<file path="src/rtl/tick_prescaler.sv">
// tick_prescaler
//
// Runtime-programmable time-base generator. A base counter divides clk by
// div_q to make a one-cycle base strobe. That strobe then feeds a chain of
// STAGES counters, each dividing by STAGE_DIV, so a single block yields
// every strobe rate (ms, 10 ms, 100 ms, s, ...).
//
// Ports:
//   clk       in   single clock
//   reset     in   synchronous, active-high reset
//   enable    in   count when high; all counters hold when low
//   clear     in   zero all counters and ticks; divisor kept
//   div_load  in   load max(div_in,1) into the divisor and restart the base phase
//   div_in    in   [CNT_W-1:0] new base period in clk cycles
//   tick      out  [STAGES:0] registered one-cycle strobes; bit 0 is the base,
//                  bit k is stage k
//   div_q     out  [CNT_W-1:0] divisor currently in use
//
// Per-cycle priority: reset > clear/div_load > counting. When clear and
// div_load arrive together, both take effect.
module tick_prescaler #(
  parameter int CNT_W       = 20,
  parameter int DEFAULT_DIV = 500000,
  parameter int STAGES      = 3,
  parameter int STAGE_DIV   = 10
) (
  input  logic             clk,
  input  logic             reset,
  input  logic             enable,
  input  logic             clear,
  input  logic             div_load,
  input  logic [CNT_W-1:0] div_in,
  output logic [STAGES:0]  tick,
  output logic [CNT_W-1:0] div_q
);

  localparam int SW = (STAGE_DIV > 1) ? $clog2(STAGE_DIV) : 1;
  localparam logic [CNT_W-1:0] DIV_RST    = CNT_W'(DEFAULT_DIV);
  localparam logic [CNT_W-1:0] ONE        = CNT_W'(1);
  localparam logic [SW-1:0]    STAGE_LAST = SW'(STAGE_DIV - 1);
  localparam logic [SW-1:0]    STAGE_ONE  = SW'(1);

  logic [CNT_W-1:0] c0;
  logic [SW-1:0]    cs [1:STAGES];
  // w[k] is the wrap strobe of stage k in the current cycle.
  logic [STAGES:0]  w;

  // Wrap chain. A load or clear restarts the phase, so counting (and
  // therefore every wrap) is suppressed in that cycle. A block-local carry
  // keeps the chain free of a self-referencing vector.
  always_comb begin
    logic carry;
    w     = '0;
    carry = enable & ~clear & ~div_load & (c0 == (div_q - ONE));
    w[0]  = carry;
    for (int k = 1; k <= STAGES; k++) begin
      carry = carry & (cs[k] == STAGE_LAST);
      w[k]  = carry;
    end
  end

  always_ff @(posedge clk) begin
    if (reset) begin
      c0    <= '0;
      tick  <= '0;
      div_q <= DIV_RST;
      for (int k = 1; k <= STAGES; k++) cs[k] <= '0;
    end else begin
      // Ticks are the registered wrap strobes; w is already zero while
      // disabled, cleared or loading.
      tick <= w;

      // A zero divisor would never wrap; treat it as the fastest rate instead.
      if (div_load) div_q <= (div_in == '0) ? ONE : div_in;

      if (clear) begin
        c0 <= '0;
        for (int k = 1; k <= STAGES; k++) cs[k] <= '0;
      end else if (div_load) begin
        // Only the base phase restarts; stage phases survive a reload.
        c0 <= '0;
      end else if (enable) begin
        c0 <= w[0] ? '0 : c0 + ONE;
        for (int k = 1; k <= STAGES; k++) begin
          if (w[k-1]) cs[k] <= w[k] ? '0 : cs[k] + STAGE_ONE;
        end
      end
    end
  end

endmodule

</file>
<file path="config.mk">
export PLATFORM = sky130hd
export DESIGN_NAME = tick_prescaler
export DESIGN_NICKNAME = d
export VERILOG_FILES = /design/src/rtl/tick_prescaler.sv
export SDC_FILE = /design/constraint.sdc
export NUM_CORES = 1
export LEC_CHECK = 0
export BUFFER_PORTS_ARGS = -buffer_cell sky130_fd_sc_hd__buf_2
export CELL_PAD_IN_SITES_DETAIL_PLACEMENT = 1
export CELL_PAD_IN_SITES_GLOBAL_PLACEMENT = 2
export CORE_MARGIN = 1.5
export CORE_UTILIZATION = 32
export CTS_CLUSTER_SIZE = 30
export DETAILED_ROUTE_END_ITERATION = 16
export HOLD_SLACK_MARGIN = 0.06
export PLACE_DENSITY_LB_ADDON = 0.1
export SLEW_MARGIN = 40
export SYNTH_ARGS = -nofsm -noshare
export SYNTH_HDL_FRONTEND = slang
export SYNTH_SLANG_ARGS = --single-unit
</file>
<file path="constraint.sdc">
create_clock -name clk -period 3.1 [get_ports clk]
set_input_delay 0.31 -clock clk [delete_from_list [all_inputs] [get_ports clk]]
set_output_delay 0.31 -clock clk [all_outputs]
set_load 0.02 [all_outputs]
</file>
==> results of run 1 <==
[power by group through the flow]
stage          Combinational [W]  Clock (W)  Sequential (W)
3_5_place_dp            0.000252          0        0.000806
3_3_place_gp            0.000251          0        0.000805
4_1_cts                 0.000257   0.000517        0.000789
6_report                0.000265   0.000493        0.000790
5_1_grt                 0.000290   0.000541        0.000794
2_1_floorplan           0.000130          0        0.000827
[timing repair]
item,in CTS,in global routing
setup buffers,1,2
endpoints found under the setup margin,9,20
gates resized for setup,5,7
[cells in the final DEF, fill, tap and decap left out, types with 4 or more instances in the layout]
master	instances
inv_1	7
buf_2	48
mux2i_1	18
dfxtp_1	37
xor2_1	30
dfxtp_2	4
nor4_1	6
nor4b_2	4
ha_1	7
edfxtp_1	12
xnor2_1	19
a21oi_1	4
nor3_2	5
buf_4	27
nand3_1	13
nand2_1	27
nor2_1	47
o21ai_0	4
and3_1	7
clkbuf_8	5
nor3_1	15
[per-stage QoR]
stage          cells  TNS [ns]   util  cell area, um^2
6_report         550         0  0.406             3970
5_1_grt          550    -0.353  0.406             3970
4_1_cts          548         0  0.401             3920
3_5_place_dp     539    -0.144  0.386             3780
3_3_place_gp     539         0  0.386             3780
2_1_floorplan    349         0      -             3270
[registers in the layout, indices dropped and copies added (netlist names)]
| signal | cells |
|---|---|
| cs | 12 |
| tick | 4 |
| div_q | 20 |
| c0 | 20 |
[cell type report]
class                           count  area (um^2)  area share
Sequential cell                    56         1260       0.317
Clock inverter                      3         42.5      0.0107
Clock buffer                        5         68.8      0.0174
Multi-Input combinational cell    267         1920       0.484
Timing Repair Buffer               77          474       0.120
Tap cell                          133          166      0.0420
Inverter                            9         36.3     0.00915
[cells by family after synthesis]
family                   count (synthesis)  share of synthesized area
flip-flops                              56                      0.386
AND/OR/NAND/NOR                        155                      0.266
multiplexers                            18                     0.0561
XOR/XNOR                                50                      0.136
buffers and inverters                   26                     0.0413
AO/OA/AOI/OAI                           36                     0.0822
adder cells (fa/ha/maj)                  8                     0.0312
[critical path, stage by stage, from the launching register on]
cell and delay, ns:
dfxtp_4 0.37, or4_4 0.60, nor4_4 0.26, and3_4 0.25
o21ai_2 0.05, a211o_1 0.31, or4_4 0.57, buf_12 0.17
o21ai_4 0.18
[metal layers]
metal,vias up,track usage,part of all wire
met1,1303,0.254,0.50
met4,0,0.0551,0.018
met3,12,0.0309,0.034
met2,53,0.295,0.45
li1,1366,-,-
met5,-,0,0
[how the worst max path moves through the flow]
| stage | startpoint | endpoint | slack (ns) |
|---|---|---|---|
| 2_1_floorplan | div_q[1] | cs[0][10] | 0.003 |
| 4_1_cts | div_q[0] | cs[0][9] | 0.003 |
| 3_3_place_gp | div_q[0] | cs[0][13] | 0.11 |
| 3_5_place_dp | div_q[1] | cs[0][14] | -0.04 |
| 5_1_grt | div_q[0] | cs[0][8] | -0.07 |
| 6_report | div_q[1] | cs[0][9] | 0.06 |
==> summary.md, run 1 <==
| Metric | Value |
|---|---|
| Latest clock arrival within the worst-skew pair | 0.32 ns |
| Leakage | 1.60 nW |
| Final WL | 9350 um |
| Die W | 103 um |
| Initial antenna violation count | 0 |
| Final worst slack | 0.0551 ns |
| Asr flop ratio synth | 0 |
| Slew margin rel. | 0.566 |
| Final Setup Violations | 0 |
| CTS root buffer | clkbuf_8 |
| List of most frequent post-synthesis cells | nor2_1 (47), dfxtp_1 (44), xor2_1 (30), nand2_1 (27), xnor2_1 (20) |
| Max-Cap Viols | 0 |
| CTS Hold Bufs | 0 |
| Peak VDD IR | 0.162 mV |
| #FFs+latches synth | 56 |
| Combinational power share | 0.171 |
| Hpwl dp | 7250 um |
| First-pass GRT wire length | 14800 um |
| 1st-iter DRT viols | 71 |
| Grt ovf | 0 |
| Total Routing Usage GR | 0.184 |
| Vias per inst | 4.97 |
| Total design power | 0.00155 W |
| Worst r2r path cells | 8 |
| Ant. Diodes | 0 |
| Core area | 0.00977 mm^2 |
| Clock buffer depth | 2 |
| DRC | 0 |
| Worst-margin pin slew | 0.646 ns |
| Crit path kind | reg -> reg |
| P&R area growth vs syn | 23.5% |
| Fill count | 1152 |
| Reg2reg start | div_q[1] |
| Post-synth top area share | 0.274 |
| Tmin final | 3.04 ns |
| Synthesized area per cell | 9.20 um^2 |
| Global placement routability congestion | 0.827 |
| Pwr Density | 390 mW/mm^2 |
| Post-route ant nets | 0 |
| Clock Power Share | 0.319 |
| Clock skew | 0.00851 ns |
| Vias in the first global route | 2793 |
| Cts bufs inserted | 5 |
| Final hold vios | 0 |
| Die footprint | 0.0106 mm^2 |
| Min-delay src | div_in[13] |
| Peak Freq | 0.328 GHz |
| Worst reg2reg setup slack | 0.06 ns |
| Worst Hold Path Cells | 3 |
| Post-synth EDFFs | 12 |
| Final worst path period share | 0.982 |
| Sw frac | 0.277 |
| Synth warn | 0 |
| Reg power frac | 0.510 |
| Largest net degree at the start of global routing | 24 |
| Slew Viols, Final | 0 |
| CP Launch Type | register |
| Ys flop type | dfxtp_1 |
| WL/cell | 17.0 um |
| H-tree lvl count | 2 |
| Reg clk slew, reported paths | 0.11 ns |
| RSZ-0062 raised after global routing | true |
| Most frequent cell after synthesis | nor2_1 |
| Internal | 0.00112 W |
| # IOs | 49 |
| Initial Utilization | 0.329 |
| TritonCTS clock tree | done |
| Vias | 2734 |
| Share of cells above drive strength 1 | 0.302 |
| Top cell type by total area after synthesis | dfxtp_1 |
| HP Class | in -> reg |
| Setup WS pre-CTS | -0.0361 ns |
| Die height | 103 um |
| Hold Path End | div_q[13] |
| Synth cell types | 58 |
| Synth area leaders | dfxtp_1 (27%), edfxtp_1 (11%), xor2_1 (8.2%), mux2i_1 (5.6%), nor2_1 (5.5%) |
| Mapped Area | 0.00321 mm^2 |
| Clk sink count | 56 |
| First-pass DRT Iterations | 4 |
| Arrival time at the worst endpoint | 3.07 ns |
| FF-to-FF End | cs[0][9] |
| CP endpoint kind | register |
| P_sw | 0.000429 W |
| CP max FO | 7 |
| Cells after synthesis | 349 |
| Row cnt | 36 |
| CP required | 3.13 ns |
| Status | finished, final reports clean |
| Worst hold margin | 0.216 ns |
| Layout net count | 449 |
| Post-synthesis sequential area ratio | 0.386 |
| Port bufs | 48 |
| Syn nets | 382 |
Note: power is estimated with default switching activity, not from simulation.
==> run 2, diff against run 1 <==
--- a/config.mk
+++ b/config.mk
@@ -9,7 +9,7 @@
 export CELL_PAD_IN_SITES_DETAIL_PLACEMENT = 1
 export CELL_PAD_IN_SITES_GLOBAL_PLACEMENT = 2
 export CORE_MARGIN = 1.5
-export CORE_UTILIZATION = 32
+export CORE_UTILIZATION = 35
 export CTS_CLUSTER_SIZE = 30
 export DETAILED_ROUTE_END_ITERATION = 16
 export HOLD_SLACK_MARGIN = 0.06
==> constraint.sdc (replaced) <==
create_clock -name clk -period 3.47 [get_ports clk]
set_input_delay 0.347 -clock clk [delete_from_list [all_inputs] [get_ports clk]]
set_output_delay 0.347 -clock clk [all_outputs]
set_load 0.02 [all_outputs]
==> run 2 against run 1 <==
Net effect:
- the run now ends with design-rule violations left
- critical path depth rose by 1
- sequential cell count did not move
- combinational power fell by 23%
- via count fell by 2.6%
- global-route usage rose by 0.15 points
- critical path type unchanged
- highest routed layer unchanged
==> summary.md, run 2 (synthesis results as in run 1) <==
| Metric | Value |
|---|---|
| Pwr Density | 362 mW/mm^2 (-7.2%) |
| Vias in the first global route | 2738 (-2.0%) |
| H-tree lvl count | 2 (unchanged) |
| Clock skew | 0.00430 ns (-0.00421 ns) |
| Critical path's slowest cell | or4_4 |
| 1st-iter DRT viols | 69 (-2.8%) |
| Final setup TNS | 0 ns (unchanged) |
| Worst r2r path cells | 9 (+1) |
| Final hold vios | 0 (unchanged) |
| Min-delay src | div_in[13] |
| Worst-margin pin slew | 0.682 ns (+0.0360 ns) |
| Most common cell after layout, fill and taps aside | buf_2 |
| WL/cell | 16.8 um (-1.2%) |
| Worst reg2reg setup slack | 0.24 ns (+0.18 ns) |
| Grt ovf | 0 (unchanged) |
| Initial Utilization | 0.365 (+0.0361) |
| Final WL | 8570 um (-8.4%) |
| Row cnt | 34 (-5.6%) |
| Final worst slack | 0.235 ns (+0.180 ns) |
| Peak Freq | 0.309 GHz (-5.9%) |
| Die W | 98.8 um (-4.3%) |
| FF-to-FF End | cs[0][12] |
| Tmin final | 3.23 ns (+0.190 ns) |
| Hold Path End | div_q[13] |
| Most frequent cells in the layout | buf_2 (48), nor2_1 (47), dfxtp_1 (44) |
| CP Launch Type | register |
| Buf/Inv on CP | 2 (+1) |
| Worst-path cell chain | buf_4 -> or4_4 -> or3_1 -> a31oi_1 -> a21oi_1 -> a211o_1 -> or4_4 -> buf_6 -> nor4b_2 |
| P&R area growth vs syn | 16.2% |
| Vias per inst | 5.22 (+5.0%) |
| Status | finished, violations left |
| Reg power frac | 0.524 (+0.014) |
| Clock Power Share | 0.325 (+0.006) |
| Clk sink count | 56 (unchanged) |
| RSZ-0062 raised after global routing | false |
| Final worst path period share | 0.932 (-0.0499) |
| Layout net count | 434 (-3.3%) |
| Family with the most delay on the worst path | simple AND/OR/NAND/NOR gates |
| Levels on crit path | 9 (+1) |
| Global placement routability congestion | 0.830 (+0.37%) |
| Leakage | 1.50 nW (-6.2%) |
| Setup WS pre-CTS | 0.0679 ns (+0.104 ns) |
| CTS root buffer | clkbuf_8 |
| Initial antenna violation count | 0 (unchanged) |
| TritonCTS clock tree | done |
| CP max FO | 16 (+9) |
| Crit path largest cell delay | 0.60 ns (about the same) |
| HP Class | in -> reg |
| # IOs | 49 (unchanged) |
| Peak VDD IR | 0.134 mV (-17%) |
| Arrival time at the worst endpoint | 3.39 ns (+0.32 ns) |
| Core area | 0.00881 mm^2 (-9.9%) |
| Final Setup Violations | 0 (unchanged) |
| Reg clk slew, reported paths | 0.10 ns (about the same) |
| DRC | 5 (+5) |
| Latest clock arrival within the worst-skew pair | 0.31 ns (about the same) |
| Total Routing Usage GR | 0.185 (+0.00149) |
| Sw frac | 0.273 (-0.00381) |
| CP most frequent cell | or4_4 |
| CP endpoint kind | register |
| Failing checks | design-rule violations |
| Share of cells above drive strength 1 | 0.241 (-0.0609) |
| Clock buffer depth | 2 (unchanged) |
| CP required | 3.62 ns (+0.49 ns) |
| Combinational power share | 0.151 (-0.020) |
| P_sw | 0.000369 W (-14%) |
| Largest net degree at the start of global routing | 24 (unchanged) |
| Slew Viols, Final | 0 (unchanged) |
| Reg2reg start | div_q[0] |
| Fill count | 1058 (-8.2%) |
| First-pass DRT Iterations | 10 (+6) |
| Crit path kind | reg -> reg |
| Slew margin rel. | 0.545 (-0.0210) |
| Vias | 2662 (-2.6%) |
| Die footprint | 0.00976 mm^2 (-8.3%) |
| Hpwl dp | 6680 um (-7.8%) |
| Internal | 0.000983 W (-12%) |
| Post-route ant nets | 0 (unchanged) |
| First-pass GRT wire length | 14200 um (-4.1%) |
| Max-Cap Viols | 0 (unchanged) |
| Die height | 98.8 um (-4.3%) |
| Ant. Diodes | 0 (unchanged) |
| Worst Hold Path Cells | 3 (unchanged) |
| Cts bufs inserted | 5 (unchanged) |
| CTS Hold Bufs | 0 (unchanged) |
| Largest regs | c0: 20 flops, div_q: 20 flops, cs: 12 flops |
| Port bufs | 48 (unchanged) |
==> run 2: cell types whose count changed in the layout (fill, tap and decap cells not counted), sizes merged <==
| cell | before | now |
|---|---|---|
| buf | 77 | 62 |
==> run 2: worst max-delay path by stage <==
stage | startpoint | end | slack [ns]
after floorplan | div_q[0] | cs[0][10] | 0.005
after global placement | div_q[0] | cs[0][13] | 0.17
after detailed placement | div_q[0] | cs[0][13] | 0.07
after CTS | div_q[0] | cs[0][15] | 0.05
after global routing | div_q[0] | cs[0][12] | 0.07
final | div_q[0] | cs[0][12] | 0.24
==> run 2: worst register-to-register path, cell delays in order (launching register included) <==
cell	delay, ns
dfxtp_1	0.35
buf_4	0.16
or4_4	0.60
or3_1	0.37
a31oi_1	0.16
a21oi_1	0.10
a211o_1	0.33
or4_4	0.57
buf_6	0.20
nor4b_2	0.24
==> run 2: metrics by stage <==
stage / util / total power (W) / cell area [um^2] / cells / hold WS (ns)
floorplan: - / 0.000849 / 3210 / 349 / 0.476
global placement: 0.407 / 0.000924 / 3590 / 501 / 0.529
detailed placement: 0.407 / 0.000927 / 3590 / 501 / 0.544
CTS: 0.420 / 0.00137 / 3700 / 509 / 0.253
global route: 0.424 / 0.00141 / 3730 / 510 / 0.264
finish: 0.424 / 0.00135 / 3730 / 510 / 0.264
==> run 2: repair_timing <==
action / CTS / global route
hold endpoints to repair: 0 / 0
resized for setup: 0 / 7
endpoints found under the setup margin: 0 / 21
buffers inserted: 0 / 1
==> run 2: per-layer routing <==
layer / share of wire / vias to the layer above / GRT usage / wire (um)
li1: - / 1332 / - / -
met1: 0.49 / 1265 / 0.265 / 4240
met2: 0.45 / 55 / 0.289 / 3830
met3: 0.044 / 10 / 0.0319 / 381
met4: 0.014 / 0 / 0.0495 / 118
met5: 0 / - / 0 / 0
==> run 2: cell type report <==
type                    count  area, um^2  share of cell area
clock buffers               5        68.8              0.0184
clock inverters             3        42.5              0.0114
well taps                 108         135              0.0362
flip-flops and latches     56        1240               0.333
multi-input cells         267        1860               0.499
repair buffers             62         349              0.0935
inverters                   9        33.8             0.00905
==> run 2: power groups by stage <==
| stage | clock network (W) | registers, W | logic, W |
|---|---|---|---|
| finish | 0.000440 | 0.000709 | 0.000204 |
| global route | 0.000475 | 0.000714 | 0.000224 |
| CTS | 0.000460 | 0.000710 | 0.000203 |
| detailed placement | 0 | 0.000725 | 0.000202 |
| global placement | 0 | 0.000724 | 0.000200 |
| floorplan | 0 | 0.000738 | 0.000111 |
==> run 3, diff against run 2 <==
--- a/config.mk
+++ b/config.mk
@@ -5,13 +5,13 @@
 export SDC_FILE = /design/constraint.sdc
 export NUM_CORES = 1
 export LEC_CHECK = 0
-export BUFFER_PORTS_ARGS = -buffer_cell sky130_fd_sc_hd__buf_2
 export CELL_PAD_IN_SITES_DETAIL_PLACEMENT = 1
 export CELL_PAD_IN_SITES_GLOBAL_PLACEMENT = 2
 export CORE_MARGIN = 1.5
-export CORE_UTILIZATION = 35
+export CORE_UTILIZATION = 39
 export CTS_CLUSTER_SIZE = 30
 export DETAILED_ROUTE_END_ITERATION = 16
+export DONT_BUFFER_PORTS = 1
 export HOLD_SLACK_MARGIN = 0.06
 export PLACE_DENSITY_LB_ADDON = 0.1
 export SLEW_MARGIN = 40
==> run 3 against run 2 <==
Net effect:
- the flow now finishes without violations
- via count down 5.6%
- routed wire length down 1.7%
- register-to-register slack worse by 0.12 ns
- global-route usage up 1.6 points
- clock skew up 0.0047 ns
- clock power down 12%
- critical path depth unchanged
- setup slack worse by 0.12 ns
- critical path type unchanged
- highest routed layer unchanged
==> summary.md, run 3 (synthesis results as in run 1) <==
| Metric | Value |
|---|---|
| P&R area growth vs syn | 8.30% |
| Die height | 93.8 um (-5.1%) |
| Latest clock arrival within the worst-skew pair | 0.31 ns (about the same) |
| Slew Viols, Final | 0 (unchanged) |
| Ant. Diodes | 0 (unchanged) |
| H-tree lvl count | 2 (unchanged) |
| Largest regs | c0: 20 flops, div_q: 20 flops, cs: 12 flops |
| Vias per inst | 5.48 (+4.9%) |
| Post-route insts no fill | 459 (-10%) |
| Max-Cap Viols | 0 (unchanged) |
| Clock skew | 0.00898 ns (+0.00468 ns) |
| Final WL | 8420 um (-1.7%) |
| Most common cell after layout, fill and taps aside | nor2_1 |
| WL/cell | 18.3 um (+9.2%) |
| Clock buffer depth | 2 (unchanged) |
| Setup WS pre-CTS | 0.0774 ns (+0.00948 ns) |
| Placed instance count | 451 (-10%) |
| Core area | 0.00785 mm^2 (-11%) |
| Grt ovf | 0 (unchanged) |
| # IOs | 49 (unchanged) |
| Leakage | 1.31 nW (-13%) |
| HP Class | in -> reg |
| Cts bufs inserted | 5 (unchanged) |
| Reg clk slew, reported paths | 0.11 ns (about the same) |
| Initial Utilization | 0.409 (+0.0445) |
| CP required | 3.45 ns (-0.17 ns) |
| Largest net degree at the start of global routing | 25 (+4.2%) |
| Clk sink count | 56 (unchanged) |
| Final Setup Violations | 0 (unchanged) |
| Final worst slack | 0.114 ns (-0.121 ns) |
| Die footprint | 0.00879 mm^2 (-10%) |
| Arrival time at the worst endpoint | 3.34 ns (-0.05 ns) |
| First-pass GRT wire length | 13700 um (-3.4%) |
| CP endpoint kind | register |
| 1st-iter DRT viols | 83 (+20%) |
| CP Launch Type | register |
| RSZ-0062 raised after global routing | true |
| Vias | 2514 (-5.6%) |
| Peak VDD IR | 0.220 mV (+64%) |
| Final worst path period share | 0.967 (+0.0349) |
| Total Routing Usage GR | 0.201 (+0.0158) |
| Die W | 93.8 um (-5.1%) |
| Hpwl dp | 6540 um (-2.1%) |
| Port bufs | 0 (-100%) |
| Share of cells above drive strength 1 | 0.140 (-0.101) |
| Initial antenna violation count | 0 (unchanged) |
| Most frequent cells in the layout | nor2_1 (47), dfxtp_1 (44), xor2_1 (30) |
| Vias in the first global route | 2560 (-6.5%) |
| CP max FO | 5 (-11) |
| Post-route ant nets | 0 (unchanged) |
| Final hold vios | 0 (unchanged) |
| CTS root buffer | clkbuf_8 |
| First-pass DRT Iterations | 4 (-6) |
| Global placement routability congestion | 0.828 (-0.22%) |
| Worst-margin pin slew | 0.567 ns (-0.115 ns) |
| TritonCTS clock tree | done |
| Status | finished, final reports clean |
| Layout net count | 389 (-10%) |
| Pwr Density | 364 mW/mm^2 (+0.38%) |
| Slew margin rel. | 0.619 (+0.0744) |
| DRC | 0 (-5) |
| Tmin final | 3.36 ns (+0.121 ns) |
| Peak Freq | 0.298 GHz (-3.6%) |
| Crit path kind | reg -> reg |
| Row cnt | 32 (-5.9%) |
run 3: cell types whose count changed in the layout (fill, tap and decap cells not counted), moves of 2 or more:
| cell | change |
|---|---|
| buf_4 | +4 |
| o21ai_2 | -2 |
| o21ai_1 | +2 |
| buf_2 | -48 |
run 3: repair_timing:
action                     4_1_cts  5_1_grt
setup endpoints to repair        0       10
setup buffers                    0        0
hold buffers                     0        0
gates resized for setup          0        3
hold endpoints to repair         0        0
run 3: worst max-delay path, cell delays in order (launching register included):
cell and delay (ns):
dfxtp_1 0.38, inv_1 0.09, ha_2 0.23, or3b_2 0.52, or4_1 0.43, xnor2_1 0.14, nor4_1 0.24, nand3_1 0.15
or4_4 0.48, o21ai_1 0.36
run 3: path summary, 6_finish.rpt:
path,startpoint,end,slack [ns],cells after the start
worst max-delay path,div_q[0],cs[0][14],0.11,9
worst min-delay path,reset,div_q[4],0.1,1
worst max register to register,div_q[0],cs[0][14],0.11,9
worst min register to register,c0[19],c0[19],0.56,2
run 3: report_power, final:
group / total [W] / switching [W] / internal (W) / leakage [nW]
Clock: 0.000389 / 0.000225 / 0.000164 / 0.0516
Sequential: 0.000718 / 0.0000338 / 0.000684 / 0.492
Combinational: 0.000158 / 0.0000904 / 0.0000679 / 0.767
Total: 0.00127 / 0.000349 / 0.000916 / 1.31
run 3: final cells by class:
class / count / area [um^2]
flip-flops and latches: 56 / 1240
well taps: 102 / 128
clock buffers: 6 / 82.6
inverters: 9 / 33.8
multi-input cells: 267 / 1850
repair buffers: 17 / 128
fillers: 919 / 4370
clock inverters: 2 / 13.8
run 3: metal layers:
metal	share of wire	track usage
met1	0.48	0.287
met2	0.46	0.314
met3	0.053	0.0453
met4	0.0089	0.0336
met5	0	0
run 3: through the flow:
step	total power, W	setup TNS [ns]	hold slack, ns	utilization	area (um^2)
final	0.00127	0	0.0972	0.443	3480
after global routing	0.00133	-0.221	0.0769	0.443	3480
after CTS	0.00128	0	0.0873	0.441	3460
after detailed placement	0.000889	0	0.424	0.429	3370
after global placement	0.000886	0	0.423	0.429	3370
after floorplan	0.000849	0	0.476	-	3210
